### config.mk
export PLATFORM = sky130hd
export DESIGN_NAME = l1_req_sequencer_flat
export DESIGN_NICKNAME = d
export VERILOG_FILES = /design/src/rtl/l1_req_sequencer_pkg.sv /design/src/rtl/l1_req_sequencer_if.sv /design/src/rtl/l1_req_sequencer_req_prio_arb.sv /design/src/rtl/l1_req_sequencer.sv /design/src/flat_wrapper.sv
export SDC_FILE = /design/constraint.sdc
export NUM_CORES = 1
export LEC_CHECK = 0
export CAP_MARGIN = 20
export CORE_MARGIN = 4
export CORE_UTILIZATION = 45
export CTS_BUF_LIST = sky130_fd_sc_hd__clkbuf_8
export CTS_CLUSTER_SIZE = 40
export DETAILED_ROUTE_END_ITERATION = 16
export MAX_ROUTING_LAYER = met4
export PLACE_DENSITY_LB_ADDON = 0.15
export SKIP_LAST_GASP = 1
export SLEW_MARGIN = 10
export SYNTH_ARGS = -nofsm -noshare
export SYNTH_HDL_FRONTEND = slang
export SYNTH_SLANG_ARGS = --single-unit
export TNS_END_PERCENT = 20
### constraint.sdc
create_clock -name clk -period 3.94 [get_ports clk]
set_input_delay 0.788 -clock clk [delete_from_list [all_inputs] [get_ports clk]]
set_output_delay 0.788 -clock clk [all_outputs]
set_load 0.01 [all_outputs]
### src/rtl/l1_req_sequencer_pkg.sv
// l1_req_sequencer_pkg
// Shared definitions for the L1 request sequencer: cache geometry constants,
// command / MESI / FSM / source encodings, and the command legality rule.
package l1_req_sequencer_pkg;

    // Cache geometry: 16K sets of 64 B lines behind a 32-bit address.
    localparam int L1_NUM_SETS    = 16384;
    localparam int L1_LINE_BYTES  = 64;
    localparam int L1_ADDR_BITS   = 32;
    localparam int L1_INDEX_BITS  = $clog2(L1_NUM_SETS);
    localparam int L1_OFFSET_BITS = $clog2(L1_LINE_BYTES);
    localparam int L1_TAG_BITS    = L1_ADDR_BITS - L1_INDEX_BITS - L1_OFFSET_BITS;

    typedef enum logic [3:0] {
        CMD_READ       = 4'd0,
        CMD_WRITE      = 4'd1,
        CMD_I_FETCH    = 4'd2,
        CMD_L2_INVAL   = 4'd3,
        CMD_L2_DATA_RQ = 4'd4,
        CMD_CLR        = 4'd8,
        CMD_PRINT      = 4'd9
    } cmd_e;

    typedef enum logic [1:0] {
        MESI_I = 2'd0,
        MESI_S = 2'd1,
        MESI_E = 2'd2,
        MESI_M = 2'd3
    } mesi_e;

    typedef enum logic [2:0] {
        ST_IDLE,
        ST_LOOKUP,
        ST_WAIT_RSP,
        ST_UPDATE,
        ST_CLEAR
    } state_e;

    typedef enum logic [1:0] {
        SRC_SNOOP = 2'd0,
        SRC_DATA  = 2'd1,
        SRC_FETCH = 2'd2
    } src_e;

    // Which commands each port may legally issue. Fetch has no command field.
    function automatic logic cmd_legal(input src_e src, input logic [3:0] cmd);
        case (src)
            SRC_SNOOP: return (cmd == CMD_L2_INVAL) || (cmd == CMD_L2_DATA_RQ);
            SRC_DATA:  return (cmd == CMD_READ) || (cmd == CMD_WRITE) ||
                              (cmd == CMD_CLR)  || (cmd == CMD_PRINT);
            SRC_FETCH: return 1'b1;
            default:   return 1'b0;
        endcase
    endfunction

endpackage

### src/rtl/l1_req_sequencer_if.sv
// l1_req_sequencer_if
// Bundles the three request ports, the tag-array port and the completion
// port of the sequencer.
//   slave  : sequencer view (accepts requests, drives the tag array)
//   master : environment view (issues requests, acts as the tag array)
interface l1_req_sequencer_if #(
    parameter int ADDRESS_BITS = l1_req_sequencer_pkg::L1_ADDR_BITS,
    parameter int INDEX_BITS   = l1_req_sequencer_pkg::L1_INDEX_BITS,
    parameter int OFFSET_BITS  = l1_req_sequencer_pkg::L1_OFFSET_BITS,
    parameter int TAG_BITS     = ADDRESS_BITS - INDEX_BITS - OFFSET_BITS
);
    // snoop port
    logic                    s_valid;
    logic                    s_ready;
    logic [3:0]              s_cmd;
    logic [ADDRESS_BITS-1:0] s_addr;
    // data-side port
    logic                    d_valid;
    logic                    d_ready;
    logic [3:0]              d_cmd;
    logic [ADDRESS_BITS-1:0] d_addr;
    // instruction-fetch port
    logic                    i_valid;
    logic                    i_ready;
    logic [ADDRESS_BITS-1:0] i_addr;
    // tag-array port
    logic                    ta_rd_en;
    logic                    ta_icache;
    logic [INDEX_BITS-1:0]   ta_index;
    logic [TAG_BITS-1:0]     ta_tag;
    logic                    ta_rsp_valid;
    logic                    ta_hit;
    logic [2:0]              ta_way;
    logic [1:0]              ta_mesi;
    logic                    ta_wr_en;
    logic [2:0]              ta_wr_way;
    logic [1:0]              ta_wr_mesi;
    logic                    ta_clr_en;
    // completion
    logic                    done_valid;
    logic [1:0]              done_src;
    logic                    done_hit;
    logic                    done_err;

    modport slave (
        input  s_valid, s_cmd, s_addr,
        input  d_valid, d_cmd, d_addr,
        input  i_valid, i_addr,
        input  ta_rsp_valid, ta_hit, ta_way, ta_mesi,
        output s_ready, d_ready, i_ready,
        output ta_rd_en, ta_icache, ta_index, ta_tag,
        output ta_wr_en, ta_wr_way, ta_wr_mesi, ta_clr_en,
        output done_valid, done_src, done_hit, done_err
    );

    modport master (
        output s_valid, s_cmd, s_addr,
        output d_valid, d_cmd, d_addr,
        output i_valid, i_addr,
        output ta_rsp_valid, ta_hit, ta_way, ta_mesi,
        input  s_ready, d_ready, i_ready,
        input  ta_rd_en, ta_icache, ta_index, ta_tag,
        input  ta_wr_en, ta_wr_way, ta_wr_mesi, ta_clr_en,
        input  done_valid, done_src, done_hit, done_err
    );
endinterface

### src/rtl/l1_req_sequencer_req_prio_arb.sv
// req_prio_arb
// Combinational grant: snoop has fixed top priority; data vs fetch is settled
// by a registered round-robin pointer.
//   clk, rst_n             : clock, asynchronous active-low reset
//   en                     : grants allowed this cycle
//   s_req, d_req, i_req    : requests
//   s_gnt, d_gnt, i_gnt    : one-hot (or zero) grants
module req_prio_arb (
    input  logic clk,
    input  logic rst_n,
    input  logic en,
    input  logic s_req,
    input  logic d_req,
    input  logic i_req,
    output logic s_gnt,
    output logic d_gnt,
    output logic i_gnt
);
    // 0: data wins a data/fetch tie, 1: fetch wins.
    logic favor_fetch_reg;

    always_comb begin
        s_gnt = en && s_req;
        d_gnt = en && !s_req && d_req && (!favor_fetch_reg || !i_req);
        i_gnt = en && !s_req && i_req && ( favor_fetch_reg || !d_req);
    end

    // After serving one side the other side is favoured, so a waiting port
    // never loses more than one operation to its neighbour.
    always_ff @(posedge clk or negedge rst_n) begin
        if (!rst_n) begin
            favor_fetch_reg <= 1'b0;
        end else if (d_gnt) begin
            favor_fetch_reg <= 1'b1;
        end else if (i_gnt) begin
            favor_fetch_reg <= 1'b0;
        end
    end
endmodule

### src/rtl/l1_req_sequencer.sv
// l1_req_sequencer
// Front-end controller for the split L1 tag/state arrays. Accepts one
// operation at a time from the snoop, data and fetch ports, runs it through
// lookup / response / state update against the shared tag-array port, and
// sequences the whole-array CLR sweep (data array, then instruction array).
//   clk, rst_n : clock, asynchronous active-low reset
//   bus        : request ports, tag-array port and completion pulse
module l1_req_sequencer
    import l1_req_sequencer_pkg::*;
#(
    parameter int ADDRESS_BITS = L1_ADDR_BITS,
    parameter int INDEX_BITS   = L1_INDEX_BITS,
    parameter int OFFSET_BITS  = L1_OFFSET_BITS,
    parameter int TAG_BITS     = ADDRESS_BITS - INDEX_BITS - OFFSET_BITS,
    parameter int NUM_SETS     = 2 ** INDEX_BITS
) (
    input  logic clk,
    input  logic rst_n,
    l1_req_sequencer_if.slave bus
);
    // Sweep counter: low bits are the set index, top bit selects the array.
    localparam int                CLR_BITS = $clog2(NUM_SETS) + 1;
    localparam logic [CLR_BITS-1:0] CLR_LAST = CLR_BITS'(2 * NUM_SETS - 1);

    state_e                  state_reg, state_next;
    src_e                    src_reg;
    cmd_e                    cmd_reg;
    logic                    err_reg;
    logic [INDEX_BITS-1:0]   index_reg;
    logic [TAG_BITS-1:0]     tag_reg;
    logic                    hit_reg;
    logic [2:0]              way_reg;
    mesi_e                   mesi_reg;
    logic [CLR_BITS-1:0]     clr_cnt_reg;

    logic                    arb_en;
    logic                    s_gnt, d_gnt, i_gnt, grant_any;
    src_e                    grant_src;
    logic [3:0]              grant_cmd;
    logic [ADDRESS_BITS-1:0] grant_addr;
    logic                    grant_legal;
    logic                    unused_offset;

    logic                    rd_en, icache, wr_en, clr_en;
    logic [2:0]              wr_way;
    mesi_e                   wr_mesi;
    logic                    done_valid, done_hit, done_err;
    src_e                    done_src;

    // Readies are forced low while reset is held so every output reads 0.
    assign arb_en = rst_n && (state_reg == ST_IDLE);

    req_prio_arb u_arb (
        .clk   (clk),
        .rst_n (rst_n),
        .en    (arb_en),
        .s_req (bus.s_valid),
        .d_req (bus.d_valid),
        .i_req (bus.i_valid),
        .s_gnt (s_gnt),
        .d_gnt (d_gnt),
        .i_gnt (i_gnt)
    );

    assign bus.s_ready = s_gnt;
    assign bus.d_ready = d_gnt;
    assign bus.i_ready = i_gnt;
    assign grant_any   = s_gnt || d_gnt || i_gnt;

    always_comb begin
        grant_src  = SRC_FETCH;
        grant_cmd  = CMD_I_FETCH;
        grant_addr = bus.i_addr;
        if (s_gnt) begin
            grant_src  = SRC_SNOOP;
            grant_cmd  = bus.s_cmd;
            grant_addr = bus.s_addr;
        end else if (d_gnt) begin
            grant_src  = SRC_DATA;
            grant_cmd  = bus.d_cmd;
            grant_addr = bus.d_addr;
        end
    end

    assign grant_legal   = cmd_legal(grant_src, grant_cmd);
    // Line-offset bits never reach the tag array.
    assign unused_offset = ^grant_addr[OFFSET_BITS-1:0];

    always_comb begin
        state_next = state_reg;
        rd_en      = 1'b0;
        icache     = 1'b0;
        wr_en      = 1'b0;
        wr_way     = 3'd0;
        wr_mesi    = MESI_I;
        clr_en     = 1'b0;
        done_valid = 1'b0;
        done_src   = SRC_SNOOP;
        done_hit   = 1'b0;
        done_err   = 1'b0;
        case (state_reg)
            ST_IDLE: begin
                if (grant_any) begin
                    // PRINT and illegal commands report completion without
                    // touching the array.
                    if (!grant_legal || grant_cmd == CMD_PRINT) begin
                        state_next = ST_UPDATE;
                    end else if (grant_cmd == CMD_CLR) begin
                        state_next = ST_CLEAR;
                    end else begin
                        state_next = ST_LOOKUP;
                    end
                end
            end
            ST_LOOKUP: begin
                rd_en      = 1'b1;
                icache     = (src_reg == SRC_FETCH);
                state_next = ST_WAIT_RSP;
            end
            ST_WAIT_RSP: begin
                icache = (src_reg == SRC_FETCH);
                if (bus.ta_rsp_valid) begin
                    state_next = ST_UPDATE;
                end
            end
            ST_UPDATE: begin
                icache     = (src_reg == SRC_FETCH);
                done_valid = 1'b1;
                done_src   = src_reg;
                done_hit   = hit_reg;
                done_err   = err_reg;
                wr_way     = way_reg;
                if (!err_reg) begin
                    case (cmd_reg)
                        CMD_READ: begin
                            wr_en   = 1'b1;
                            wr_mesi = hit_reg ? mesi_reg : MESI_E;
                        end
                        CMD_WRITE: begin
                            wr_en   = 1'b1;
                            wr_mesi = MESI_M;
                        end
                        CMD_I_FETCH: begin
                            wr_en   = 1'b1;
                            wr_mesi = hit_reg ? mesi_reg : MESI_S;
                        end
                        CMD_L2_INVAL: begin
                            wr_en   = hit_reg;
                            wr_mesi = MESI_I;
                        end
                        CMD_L2_DATA_RQ: begin
                            // Downgrade owned lines only; S stays S untouched.
                            wr_en   = hit_reg && (mesi_reg == MESI_M || mesi_reg == MESI_E);
                            wr_mesi = MESI_S;
                        end
                        default: begin
                            wr_en = 1'b0;
                        end
                    endcase
                end
                if (!wr_en) begin
                    wr_way = 3'd0;
                end
                state_next = ST_IDLE;
            end
            ST_CLEAR: begin
                clr_en = 1'b1;
                icache = clr_cnt_reg[CLR_BITS-1];
                if (clr_cnt_reg == CLR_LAST) begin
                    done_valid = 1'b1;
                    done_src   = SRC_DATA;
                    state_next = ST_IDLE;
                end
            end
            default: begin
                state_next = ST_IDLE;
            end
        endcase
    end

    always_ff @(posedge clk or negedge rst_n) begin
        if (!rst_n) begin
            state_reg   <= ST_IDLE;
            src_reg     <= SRC_SNOOP;
            cmd_reg     <= CMD_READ;
            err_reg     <= 1'b0;
            index_reg   <= '0;
            tag_reg     <= '0;
            hit_reg     <= 1'b0;
            way_reg     <= 3'd0;
            mesi_reg    <= MESI_I;
            clr_cnt_reg <= '0;
        end else begin
            state_reg <= state_next;
            if (state_reg == ST_IDLE && grant_any) begin
                src_reg   <= grant_src;
                cmd_reg   <= cmd_e'(grant_cmd);
                err_reg   <= !grant_legal;
                index_reg <= grant_addr[OFFSET_BITS +: INDEX_BITS];
                tag_reg   <= grant_addr[ADDRESS_BITS-1 -: TAG_BITS];
                hit_reg   <= 1'b0;
                way_reg   <= 3'd0;
                mesi_reg  <= MESI_I;
            end
            if (state_reg == ST_WAIT_RSP && bus.ta_rsp_valid) begin
                hit_reg  <= bus.ta_hit;
                way_reg  <= bus.ta_way;
                mesi_reg <= mesi_e'(bus.ta_mesi);
            end
            // Wraps back to 0 on the final sweep cycle.
            if (state_reg == ST_CLEAR) begin
                clr_cnt_reg <= clr_cnt_reg + CLR_BITS'(1);
            end
        end
    end

    assign bus.ta_rd_en   = rd_en;
    assign bus.ta_icache  = icache;
    assign bus.ta_index   = (state_reg == ST_CLEAR) ? clr_cnt_reg[INDEX_BITS-1:0] : index_reg;
    assign bus.ta_tag     = tag_reg;
    assign bus.ta_wr_en   = wr_en;
    assign bus.ta_wr_way  = wr_way;
    assign bus.ta_wr_mesi = wr_mesi;
    assign bus.ta_clr_en  = clr_en;
    assign bus.done_valid = done_valid;
    assign bus.done_src   = done_src;
    assign bus.done_hit   = done_hit;
    assign bus.done_err   = done_err;
endmodule

### src/flat_wrapper.sv
// flat-port wrapper written by rule: the top's interface ports become plain ports
module l1_req_sequencer_flat import l1_req_sequencer_pkg::*;
#(
    parameter int ADDRESS_BITS = L1_ADDR_BITS,
    parameter int INDEX_BITS   = L1_INDEX_BITS,
    parameter int OFFSET_BITS  = L1_OFFSET_BITS,
    parameter int TAG_BITS     = ADDRESS_BITS - INDEX_BITS - OFFSET_BITS,
    parameter int NUM_SETS     = 2 ** INDEX_BITS
)
  (clk, rst_n, bus_s_valid, bus_s_cmd, bus_s_addr, bus_d_valid, bus_d_cmd, bus_d_addr, bus_i_valid, bus_i_addr, bus_ta_rsp_valid, bus_ta_hit, bus_ta_way, bus_ta_mesi, bus_s_ready, bus_d_ready, bus_i_ready, bus_ta_rd_en, bus_ta_icache, bus_ta_index, bus_ta_tag, bus_ta_wr_en, bus_ta_wr_way, bus_ta_wr_mesi, bus_ta_clr_en, bus_done_valid, bus_done_src, bus_done_hit, bus_done_err);
  l1_req_sequencer_if #(.ADDRESS_BITS(ADDRESS_BITS), .INDEX_BITS(INDEX_BITS), .OFFSET_BITS(OFFSET_BITS), .TAG_BITS(TAG_BITS)) bus_i ();
  input  logic clk;
  input  logic rst_n;
  input wire logic [$bits(bus_i.s_valid)-1:0] bus_s_valid;
  input wire logic [$bits(bus_i.s_cmd)-1:0] bus_s_cmd;
  input wire logic [$bits(bus_i.s_addr)-1:0] bus_s_addr;
  input wire logic [$bits(bus_i.d_valid)-1:0] bus_d_valid;
  input wire logic [$bits(bus_i.d_cmd)-1:0] bus_d_cmd;
  input wire logic [$bits(bus_i.d_addr)-1:0] bus_d_addr;
  input wire logic [$bits(bus_i.i_valid)-1:0] bus_i_valid;
  input wire logic [$bits(bus_i.i_addr)-1:0] bus_i_addr;
  input wire logic [$bits(bus_i.ta_rsp_valid)-1:0] bus_ta_rsp_valid;
  input wire logic [$bits(bus_i.ta_hit)-1:0] bus_ta_hit;
  input wire logic [$bits(bus_i.ta_way)-1:0] bus_ta_way;
  input wire logic [$bits(bus_i.ta_mesi)-1:0] bus_ta_mesi;
  output wire logic [$bits(bus_i.s_ready)-1:0] bus_s_ready;
  output wire logic [$bits(bus_i.d_ready)-1:0] bus_d_ready;
  output wire logic [$bits(bus_i.i_ready)-1:0] bus_i_ready;
  output wire logic [$bits(bus_i.ta_rd_en)-1:0] bus_ta_rd_en;
  output wire logic [$bits(bus_i.ta_icache)-1:0] bus_ta_icache;
  output wire logic [$bits(bus_i.ta_index)-1:0] bus_ta_index;
  output wire logic [$bits(bus_i.ta_tag)-1:0] bus_ta_tag;
  output wire logic [$bits(bus_i.ta_wr_en)-1:0] bus_ta_wr_en;
  output wire logic [$bits(bus_i.ta_wr_way)-1:0] bus_ta_wr_way;
  output wire logic [$bits(bus_i.ta_wr_mesi)-1:0] bus_ta_wr_mesi;
  output wire logic [$bits(bus_i.ta_clr_en)-1:0] bus_ta_clr_en;
  output wire logic [$bits(bus_i.done_valid)-1:0] bus_done_valid;
  output wire logic [$bits(bus_i.done_src)-1:0] bus_done_src;
  output wire logic [$bits(bus_i.done_hit)-1:0] bus_done_hit;
  output wire logic [$bits(bus_i.done_err)-1:0] bus_done_err;
  assign bus_i.s_valid = bus_s_valid;
  assign bus_i.s_cmd = bus_s_cmd;
  assign bus_i.s_addr = bus_s_addr;
  assign bus_i.d_valid = bus_d_valid;
  assign bus_i.d_cmd = bus_d_cmd;
  assign bus_i.d_addr = bus_d_addr;
  assign bus_i.i_valid = bus_i_valid;
  assign bus_i.i_addr = bus_i_addr;
  assign bus_i.ta_rsp_valid = bus_ta_rsp_valid;
  assign bus_i.ta_hit = bus_ta_hit;
  assign bus_i.ta_way = bus_ta_way;
  assign bus_i.ta_mesi = bus_ta_mesi;
  assign bus_s_ready = bus_i.s_ready;
  assign bus_d_ready = bus_i.d_ready;
  assign bus_i_ready = bus_i.i_ready;
  assign bus_ta_rd_en = bus_i.ta_rd_en;
  assign bus_ta_icache = bus_i.ta_icache;
  assign bus_ta_index = bus_i.ta_index;
  assign bus_ta_tag = bus_i.ta_tag;
  assign bus_ta_wr_en = bus_i.ta_wr_en;
  assign bus_ta_wr_way = bus_i.ta_wr_way;
  assign bus_ta_wr_mesi = bus_i.ta_wr_mesi;
  assign bus_ta_clr_en = bus_i.ta_clr_en;
  assign bus_done_valid = bus_i.done_valid;
  assign bus_done_src = bus_i.done_src;
  assign bus_done_hit = bus_i.done_hit;
  assign bus_done_err = bus_i.done_err;
  l1_req_sequencer #(.ADDRESS_BITS(ADDRESS_BITS), .INDEX_BITS(INDEX_BITS), .OFFSET_BITS(OFFSET_BITS), .TAG_BITS(TAG_BITS), .NUM_SETS(NUM_SETS)) u_core (.clk(clk), .rst_n(rst_n), .bus(bus_i));
endmodule
Word level (Yosys, flattened, before mapping). Cells that the tools add are included.

Flip-flop bits (word level): 58. Logic and storage cells: 110.

Add/sub/neg operators: 1. Equal/unequal tests: 22. Mux-type cells: 42. Reductions and logical operators: 34.

Operators with widths (count): 32-bit 2-to-1 mux (2); 3-bit 2-to-1 mux (9); 2-bit 2-to-1 mux (8); 15-bit by 1-bit adder with 15-bit output, second input constant (1); 15-bit equality test, second input constant (1); 14-bit 2-to-1 mux (1); 1-bit 2-to-1 mux (13); 4-bit by 2-bit equality test with 1-bit output, second input constant (3); 3-bit case mux with 4 select lines (1); 1-bit logical AND (10); 1-bit logical OR (10); 2-bit equality test, second input constant (4); 4-bit by 1-bit equality test with 1-bit output, second input constant (2); 4-bit by 3-bit equality test with 1-bit output, second input constant (2); 4-bit equality test, second input constant (2); 4-bit zero test (2); 4-bit 2-to-1 mux (2); 2-bit case mux with 4 select lines (1); 3-bit by 2-bit equality test with 1-bit output, second input constant (2); 1-bit case mux with 3 select lines (2); 3-bit OR reduction (2); 1-bit zero test (5); 2-bit by 1-bit inequality test with 1-bit output, second input constant (2); 1-bit case mux with 2 select lines (2); 9 further kinds (10).

Depth between registers and ports, before layout. Gate-level depths: netlist (run 1).

Word-level depth: 17. Gate-level depth with buffers: 8. Mapped depth without buffers: 5.

By module. Synthesis (run 1) repeated with hierarchy kept, for this count alone.

Cell total of the unflattened synthesis: 396. Area, all modules: 3335.7 sq um.

Modules (own cells, without submodules): l1_req_sequencer (instances 1, cells an instance 387, area an instance 3255.6 sq um, seq. area each 1426.4 sq um); req_prio_arb (instances 1, cells an instance 9, area an instance 80.1 sq um, seq. area each 25.0 sq um).

Worst setup path after synthesis (run 1). No wires, ideal clock.

Path kind: in2out. Start point: in rst_n. End point: out bus_i_ready. Arrival: 1.857 ns. Data required time: 3.152 ns. Path slack: 1.295 ns. Stages on the path: 5. Buffers on the path: 2. Cell sequence: or4b_1 > buf_2 > nor2_1 > and3_1 > buf_2.

Cells in the longest elaborated chain, start to end: 4.

RTL lines: from (decl) (RTL line flat_wrapper.sv:13) `input logic rst_n;`; 1-bit logical AND (RTL line l1_req_sequencer.sv:51) `assign arb_en = rst_n && (state_reg == ST_IDLE);`; 1-bit logical AND (3 in series) (RTL line l1_req_sequencer_req_prio_arb.sv:25) `i_gnt = en && !s_req && i_req && ( favor_fetch_reg || !d_req);`; to (decl) (RTL line flat_wrapper.sv:28) `output wire logic [$bits(bus_i.i_ready)-1:0] bus_i_ready;`.

No other way between the ends.

Worst setup path after layout (run 1).
Start point: reg u_core.state_reg[2]. End point: out bus_done_valid.

Cells in the longest elaborated chain, start to end: 2.

RTL lines: from (decl) (RTL line l1_req_sequencer.sv:25) `state_e state_reg, state_next;`; from (signal assigned) (RTL line l1_req_sequencer.sv:194) `state_reg <= state_next;`; 3-bit equality test or 3-bit by 2-bit equality test with 1-bit output (tied branches) (RTL line l1_req_sequencer.sv:101) `case (state_reg)`; 1-bit case mux with 2 select lines * (RTL line l1_req_sequencer.sv:101); to (decl) (RTL line flat_wrapper.sv:37) `output wire logic [$bits(bus_i.done_valid)-1:0] bus_done_valid;`.

Mark *: on every way between the ends. The rest lies on a longest branch, timed or not.

==> results of run 1 <==
## area by class of cell
cell class                 count  area share [%]
sequential                    58            30.1
clock buffer                  11            3.14
clock inverter                 3           0.831
inverter                      10           0.779
multi-input combinational    243            31.9
timing repair buffer         151            30.7
tap                           96            2.49
## metrics by stage
stage | setup WS, ps | area [um^2] | util [%] | std cells
after floorplan | 1290 | 3140 | - | 334
after global placement | 600 | 4620 | 68.1 | 558
after detailed placement | 562 | 4620 | 68.1 | 558
after CTS | 430 | 4820 | 70.9 | 572
after global routing | 273 | 4820 | 70.9 | 572
final | 435 | 4820 | 70.9 | 572
## synthesized netlist by cell type (5+ instances only)
cell and number:
clkbuf_1 7, o221ai_1 7, o31ai_1 5, a221o_1 19, xnor2_1 12, nor3_1 8, nand3_1 6, nor2_1 22
a22o_1 19, a21oi_1 17, dfrtp_1 58, buf_2 14, nand2_1 69, inv_1 9
## metal layers
layer,part of all wire (%),wire [um]
met5,0,0
met4,1.7,171
met3,8.3,811
met2,47,4600
met1,43,4200
## critical path: stages (launching register included)
cell	delay, ps
dfrtp_1	520
or3b_2	710
nor3_1	250
buf_4	170
nand3_1	110
nand2_1	100
clkdlybuf4s50_1	530
## power by group
part | internal, mW | total [mW] | switching (mW)
logic | 0.685 | 1.20 | 0.514
registers | 0.808 | 0.986 | 0.178
clock network | 0.317 | 0.541 | 0.224
total | 1.81 | 2.73 | 0.916
## cell families after synthesis
| family | Yosys count |
|---|---|
| xor+xnor | 15 |
| flops | 58 |
| compound gates | 94 |
| simple gates | 133 |
| buf+inv | 33 |
| fa+ha+maj | 1 |
## how the worst min path moves through the flow
stage	end	slack (ps)	depth (start not counted)
floorplan	u_core.err_reg$_DFFE_PN0P_	460	1
global placement	u_core.err_reg$_DFFE_PN0P_	470	1
detailed placement	u_core.err_reg$_DFFE_PN0P_	490	1
CTS	u_core.clr_cnt_reg[11]$_DFFE_PN0P_	500	1
global route	u_core.clr_cnt_reg[7]$_DFFE_PN0P_	520	1
finish	u_core.clr_cnt_reg[11]$_DFFE_PN0P_	500	1
==> results.yml, run 1 <==
synthesis:
  synth-seq-cells: 58
  synthMuxAreaShare_pct: 0
  synth_cells: 334
  ys_warn_count: 0
  netlist_top_cells_area: "dfrtp_1 (46%), nand2_1 (8.3%), a221o_1 (6.1%), a22o_1 (5.3%), xnor2_1 (3.4%)"
  async_reset_ff_share_pct: 100
  yosys.area_share.simple_pct: 20.0
  synth.avg_cell_area_um2: 9.39
  synthAdderAreaFrac_pct: 0.399
  synth_area_um2: 3140
  synth_fp_nets: 451
  synth_seq_area_share_pct: 46.3
  synth_compound_area_share_pct: 24.4
  ys.flop_type: "dfrtp_1"
  yosysTopAreaCell: "dfrtp_1"
  yosysTopAreaCellShare_pct: 46.3
  synthXorXnorAreaFrac_pct: 4.19
  synth_edf_count: 0
  synth_top_family_by_area: "compound AO/OA/AOI/OAI gates"
  ys_types: 52
setup_path:
  cp-startpoint: "u_core.state_reg[2]$_DFFE_PN0P_"
  worstReg2RegStart: "u_core.state_reg[2]$_DFFE_PN0P_"
  critical_path_arrival_ps: 2720
  required_ps: 3150
  reg2reg_setup_slack_ps: 1570
  rr_worst_depth: 4
  critPathKind: "flip-flop to output port"
  critPathLaunchType: "flip-flop"
  r2r-end: "u_core.index_reg[8]$_DFFE_PN0P_"
  crit_fanout: 22
  crit_end: "bus_done_valid"
  end_kind: "output port"
clocking:
  clock_latency_ps: 330
  numCtsBuffers: 9
  post_cts_resized: 0
  cts.sinks: 58
  cts_tree: "built"
  clkTransAtPathRegs_ps: 60
  cts_htree_levels: 3
  ctsHoldBuffers: 0
  clk_path_buf_depth: 2
  cts_setup_buffers: 0
  clockRootBuffer: "clkbuf_8"
global_routing:
  grt_max_degree: 60
  top_usage_layer: "met2"
  grt_pass1_vias: 3182
  grt_util_met3_pct: 7.54
  grtUsageTotal_pct: 24.1
  globalRouteMet2Util_pct: 38.7
  gr-total-overflow: 0
  grt_antenna_before_repair: 0
  grt_util_met1_pct: 28.6
  grt_pass1_wl_mm: 15.4
route:
  dr.pass1.iters: 7
  postRouteAntennaNets: 0
  initialDrtViolationCount: 151
  drc: 0
  routedWlPerCell_um: 17.1
  vias: 3156
  postRouteWirelength_mm: 9.78
  drt-vias-per-instance: 5.52
finish:
  largest_reg_flops: 15
  final_common_cell: "clkdlybuf4s50_1"
  fillCellCount: 567
  antenna_cells: 0
  multiInputGateArea_um2: 1540
  nets: 590
  drive_above_1_share_pct: 7.56
  layout_common_cells: "clkdlybuf4s50_1 (139), nand2_1 (69), dfrtp_1 (58)"
  layout.area.seq_um2: 1450
  syn2layout_area_growth_pct: 53.5
placement:
  io_buffers: 140
  routabilityCongestion: 0.835
  dp_hpwl_mm: 7.32
outcome:
  status: "completed"
die:
  die_x_um: 91.5
  rows: 30
  io_pins: 159
  start_util_pct: 46.2
  coreArea_um2: 6790
  dieArea_um2: 8370
  die_h_um: 91.5
timing:
  maxSlewViolCount: 0
  max_slew_margin_pct: 36.0
  tightest_slew_ps: 957
  fin_crit_sh_pct: 88.9
  min_period_ps: 3500
  finalSetupTns_ps: 0
  rsz0062_at_grt: "false"
  clock_skew_ps: 7.38
  final-hold-violation-count: 0
  fmax_mhz: 285
  holdWs_ps: 495
  finalSetupViolCount: 0
pwr:
  ir_worst_vdd_v: 0.000343
  power_mw: 2.73
  leakagePower_nw: 2.11
  power_density_nw_per_um2: 566
hold_path:
  hp-start: "u_core.clr_cnt_reg[11]$_DFFE_PN0P_"
  hp-class: "flip-flop to flip-flop"
job:
  max_cap_violations: 0
Note: power is estimated with default switching activity, not from simulation.
==> inputs of run 2 (changes only) <==
Settings changed: CORE_ASPECT_RATIO from default to 2.
==> run 2 against run 1 <==
- worst hold slack better by 7.3 ps
- cell count down 1.0%
- global-route usage up 3.4 points
- sequential cell count unchanged
- combinational power about the same
- worst setup slack worse by 63 ps
- sequential share of layout area up 0.15 points
- core utilization up 0.36 points
- power down 0.83%
- non-clock buffer count up 1
- clock skew up 8.0 ps
- sequential power up 0.6%
- critical endpoint is now bus_done_src[0]
- largest cell class unchanged
- highest routed layer unchanged
==> results.yml, run 2 (synthesis results as in run 1) <==
timing:
  fin_crit_sh_pct: 90.5
  final-hold-violation-count: 0
  finalSetupTns_ps: 0
  maxSlewViolCount: 0
  finalSetupViolCount: 0
  max_slew_margin_pct: 49.6
  fmax_mhz: 280
  min_period_ps: 3570
  clock_skew_ps: 15.4
  rsz0062_at_grt: "false"
  tightest_slew_ps: 756
route:
  postRouteAntennaNets: 0
  dr.pass1.iters: 4
  initialDrtViolationCount: 227
  postRouteWirelength_mm: 10.6
  routedWlPerCell_um: 18.8
  drc: 0
  drt-vias-per-instance: 5.64
  vias: 3194
setup_path:
  cp_slowest_cell: "or3b_2"
  crit_family: "simple AND/OR/NAND/NOR gates"
  critPathLaunchType: "flip-flop"
  worst-path-buf-inv: 2
  rr_worst_depth: 5
  path_cells: "or3b_2 > nor3_1 > buf_4 > nand3_1 > nand2_1 > clkdlybuf4s50_1"
  critPathKind: "flip-flop to output port"
  required_ps: 3150
  end_kind: "output port"
  critical_path_arrival_ps: 2780
  crit_path_max_incr_delay_ps: 710
  cp.depth: 6
  crit_fanout: 22
job:
  max_cap_violations: 0
pwr:
  power_density_nw_per_um2: 564
  p_int_mw: 1.75
  switchingPower_uw: 951
  leakagePower_nw: 2.11
  p_clk_share_pct: 17.9
  p_comb_share_pct: 45.4
  swShare_pct: 35.2
  p_seq_share_pct: 36.7
  ir_worst_vdd_v: 0.000364
clocking:
  post_cts_resized: 0
  ctsHoldBuffers: 0
  cts.sinks: 58
  cts_htree_levels: 3
  clockRootBuffer: "clkbuf_8"
  numCtsBuffers: 9
  cts_setup_buffers: 0
  cts_tree: "built"
  clkTransAtPathRegs_ps: 60
  clock_latency_ps: 350
  clk_path_buf_depth: 2
die:
  rows: 42
  coreArea_um2: 6730
  start_util_pct: 46.6
  die_x_um: 67.0
  dieArea_um2: 8450
  io_pins: 159
  die_h_um: 126
placement:
  io_buffers: 140
  routabilityCongestion: 0.864
  dp_hpwl_mm: 8.15
  dp.cells: 551
finish:
  multiInputGateArea_um2: 1540
  layout_common_cells: "clkdlybuf4s50_1 (139), nand2_1 (69), dfrtp_1 (58)"
  antenna_cells: 0
  fillCellCount: 564
  nets: 591
  syn2layout_area_growth_pct: 52.8
  drive_above_1_share_pct: 7.74
  final_cells: 566
  layout.area.seq_um2: 1450
  largest_reg_flops: 15
  final_common_cell: "clkdlybuf4s50_1"
hold_path:
  min_delay_path_depth: 1
  hp-class: "flip-flop to flip-flop"
global_routing:
  grt_antenna_before_repair: 0
  grt_pass1_wl_mm: 16.9
  gr-total-overflow: 0
  grt_pass1_vias: 3462
  grtUsageTotal_pct: 27.5
  grt_max_degree: 60
outcome:
  status: "completed"
-- run 2: changes by cell type in the layout (fill, tap and decap cells not counted), sizes merged --
| cell | delta |
|---|---|
| buf | +1 |
| bufinv | -1 |
| clkinv | +1 |
| inv | +1 |
-- run 2: per-stage QoR --
stage | area [um^2] | power [mW] | hold slack [ps] | setup WS [ps] | util [%]
6_report | 4790 | 2.70 | 502 | 372 | 71.2
5_1_grt | 4790 | 2.89 | 540 | 174 | 71.2
4_1_cts | 4790 | 2.73 | 502 | 361 | 71.2
3_5_place_dp | 4620 | 2.23 | 486 | 636 | 68.7
3_3_place_gp | 4620 | 2.19 | 477 | 628 | 68.7
2_1_floorplan | 3140 | 1.62 | 457 | 1290 | -
-- run 2: per-layer routing --
| layer | GRT usage (%) | routed length (um) | vias to the layer above |
|---|---|---|---|
| li1 | - | - | 1507 |
| met3 | 7.22 | 708 | 31 |
| met2 | 49.9 | 6090 | 137 |
| met1 | 25.8 | 3470 | 1519 |
| met4 | 12.0 | 353 | 0 |
| met5 | - | 0 | - |
-- run 2: cell type report --
type / instances / share of cell area, %
multi-input cells: 243 / 32.1
clock buffers: 11 / 3.16
flip-flops and latches: 58 / 30.3
well taps: 88 / 2.30
clock inverters: 4 / 0.392
repair buffers: 152 / 31.0
inverters: 10 / 0.783
-- run 2: power by group through the flow --
stage          Clock, mW  Combinational [mW]  Sequential (mW)
2_1_floorplan          0               0.666            0.950
3_3_place_gp           0                1.21            0.986
3_5_place_dp           0                1.23            0.997
4_1_cts            0.494                1.24            0.991
5_1_grt            0.521                1.35             1.02
6_report           0.484                1.23            0.992
-- run 2: path summary, 6_finish.rpt --
| check | slack, ps | endpoint | startpoint |
|---|---|---|---|
| max reg2reg | 1570 | u_core.state_reg[2]$_DFFE_PN0P_ | u_core.state_reg[2]$_DFFE_PN0P_ |
| max | 370 | bus_done_src[0] | u_core.state_reg[2]$_DFFE_PN0P_ |
| min in group asynchronous | 610 | u_core.src_reg[1]$_DFFE_PN0P_ | rst_n |
| min reg2reg | 500 | u_core.clr_cnt_reg[13]$_DFFE_PN0P_ | u_core.clr_cnt_reg[13]$_DFFE_PN0P_ |
| min | 500 | u_core.clr_cnt_reg[13]$_DFFE_PN0P_ | u_core.clr_cnt_reg[13]$_DFFE_PN0P_ |
| max in group asynchronous | 2810 | u_core.cmd_reg[2]$_DFFE_PN0P_ | rst_n |
==> inputs of run 3 (changes only) <==
Settings changed: CORE_MARGIN 4 to 2.
Clock period 3.94 ns to 4.5 ns, I/O delays scaled along.
==> run 3 against run 2 <==
- sequential share of layout area up 0.22 points
- sequential cell count stayed put
- worst setup slack better by 530 ps
- register-to-register slack better by 520 ps
- critical path depth is the same
- clock skew down 8.9 ps
- design area shrank 0.71%
- via count shrank 1.3%
- critical endpoint is now bus_done_valid
==> results.yml, run 3 (synthesis results as in run 1) <==
outcome:
  status: "completed"
pwr:
  p_int_mw: 1.52
  p_comb_share_pct: 45.2
  swShare_pct: 34.3
  p_clk_share_pct: 17.4
  power_density_nw_per_um2: 486
  leakagePower_nw: 2.09
  switchingPower_uw: 793
  ir_worst_vdd_v: 0.000237
  p_seq_share_pct: 37.4
placement:
  io_buffers: 140
  dp_hpwl_mm: 6.94
  routabilityCongestion: 0.950
  pre_cts_slack_ps: 959
clocking:
  cts.sinks: 58
  post_cts_resized: 0
  cts_setup_buffers: 0
  cts_htree_levels: 3
  ctsHoldBuffers: 0
  clock_latency_ps: 340
  clockRootBuffer: "clkbuf_8"
  numCtsBuffers: 9
  clkTransAtPathRegs_ps: 60
  cts_tree: "built"
  clk_path_buf_depth: 2
global_routing:
  globalRouteMet2Util_pct: 42.7
  gr-total-overflow: 0
  grt_antenna_before_repair: 0
  grt_pass1_wl_mm: 15.0
  grt_util_met1_pct: 30.5
  grt_util_met3_pct: 4.99
  grtUsageTotal_pct: 25.7
  grt_max_degree: 60
  grt_pass1_vias: 3237
  top_usage_layer: "met2"
route:
  drt-vias-per-instance: 5.60
  initialDrtViolationCount: 179
  drc: 0
  postRouteWirelength_mm: 9.21
  postRouteAntennaNets: 0
  dr.pass1.iters: 5
  routedWlPerCell_um: 16.4
  vias: 3151
timing:
  rsz0062_at_grt: "false"
  fin_crit_sh_pct: 79.9
  tightest_slew_ps: 921
  max_slew_margin_pct: 38.4
  final-hold-violation-count: 0
  min_period_ps: 3590
  holdWs_ps: 489
  clock_skew_ps: 6.54
  fmax_mhz: 278
  maxSlewViolCount: 0
  finalSetupViolCount: 0
  finalWorstSetupSlack_ps: 906
  finalSetupTns_ps: 0
finish:
  final_common_cell: "clkdlybuf4s50_1"
  fin_util_pct: 69.6
  drive_above_1_share_pct: 6.55
  layout_common_cells: "clkdlybuf4s50_1 (139), nand2_1 (69), dfrtp_1 (58)"
  largest_reg_flops: 15
  syn2layout_area_growth_pct: 51.7
  nets: 588
  antenna_cells: 0
die:
  start_util_pct: 45.9
  die_h_um: 122
  rows: 43
  coreArea_um2: 6830
  dieArea_um2: 7690
  io_pins: 159
  die_x_um: 63.0
setup_path:
  crit_family: "simple AND/OR/NAND/NOR gates"
  worst-path-buf-inv: 2
  crit_path_max_incr_delay_ps: 700
  required_ps: 3600
  critPathKind: "flip-flop to output port"
  worstReg2RegStart: "u_core.state_reg[2]$_DFFE_PN0P_"
  end_kind: "output port"
  path_cells: "or3b_2 > nor3_1 > buf_4 > nand3_1 > nand2_1 > clkdlybuf4s50_1"
  critical_path_arrival_ps: 2690
  critPathLaunchType: "flip-flop"
  crit_fanout: 22
  cp_slowest_cell: "or3b_2"
  cp-startpoint: "u_core.state_reg[2]$_DFFE_PN0P_"
job:
  max_cap_violations: 0
hold_path:
  hp-class: "flip-flop to flip-flop"
  hp-start: "u_core.clr_cnt_reg[13]$_DFFE_PN0P_"
-- run 3: cell count changes in the layout (fill, tap and decap cells not counted) --
cell	change
buf_4	-4
clkinv_2	-3
inv_1	+1
buf_2	+1
-- run 3: final cells by class --
cell class / instances / area, um^2
fillers: 559 / 2070
multi-input cells: 243 / 1540
repair buffers: 149 / 1460
flip-flops and latches: 58 / 1450
clock buffers: 11 / 151
well taps: 90 / 113
inverters: 10 / 37.5
clock inverters: 2 / 7.51
-- run 3: metrics by stage --
| stage | total power [mW] | cell area (um^2) | std cells |
|---|---|---|---|
| finish | 2.31 | 4760 | 563 |
| global route | 2.47 | 4760 | 563 |
| CTS | 2.32 | 4750 | 562 |
| detailed placement | 1.91 | 4590 | 549 |
| global placement | 1.87 | 4590 | 549 |
| floorplan | 1.41 | 3140 | 334 |
-- run 3: power by group through the flow --
stage,Sequential [mW],Combinational (mW),Clock [mW]
6_report,0.864,1.05,0.403
5_1_grt,0.893,1.14,0.433
4_1_cts,0.860,1.05,0.413
3_5_place_dp,0.862,1.04,0
3_3_place_gp,0.856,1.02,0
2_1_floorplan,0.832,0.583,0
-- run 3: worst paths after layout --
kind                                                           end  slack [ps]  cells past startpoint
worst min-delay path            u_core.clr_cnt_reg[13]$_DFFE_PN0P_         490                      1
worst max-delay path                                bus_done_valid         910                      6
min in group asynchronous            u_core.way_reg[0]$_DFFE_PN0P_         730                      2
worst min register to register  u_core.clr_cnt_reg[13]$_DFFE_PN0P_         490                      1
worst max register to register     u_core.index_reg[5]$_DFFE_PN0P_        2090                      4
max in group asynchronous        u_core.clr_cnt_reg[9]$_DFFE_PN0P_        3260                      2
-- run 3: metal layers --
layer / vias up / share of wire (%)
met4: 0 / 1.6
met1: 1496 / 40
li1: 1501 / -
met5: - / 0
met3: 12 / 6.3
met2: 142 / 52
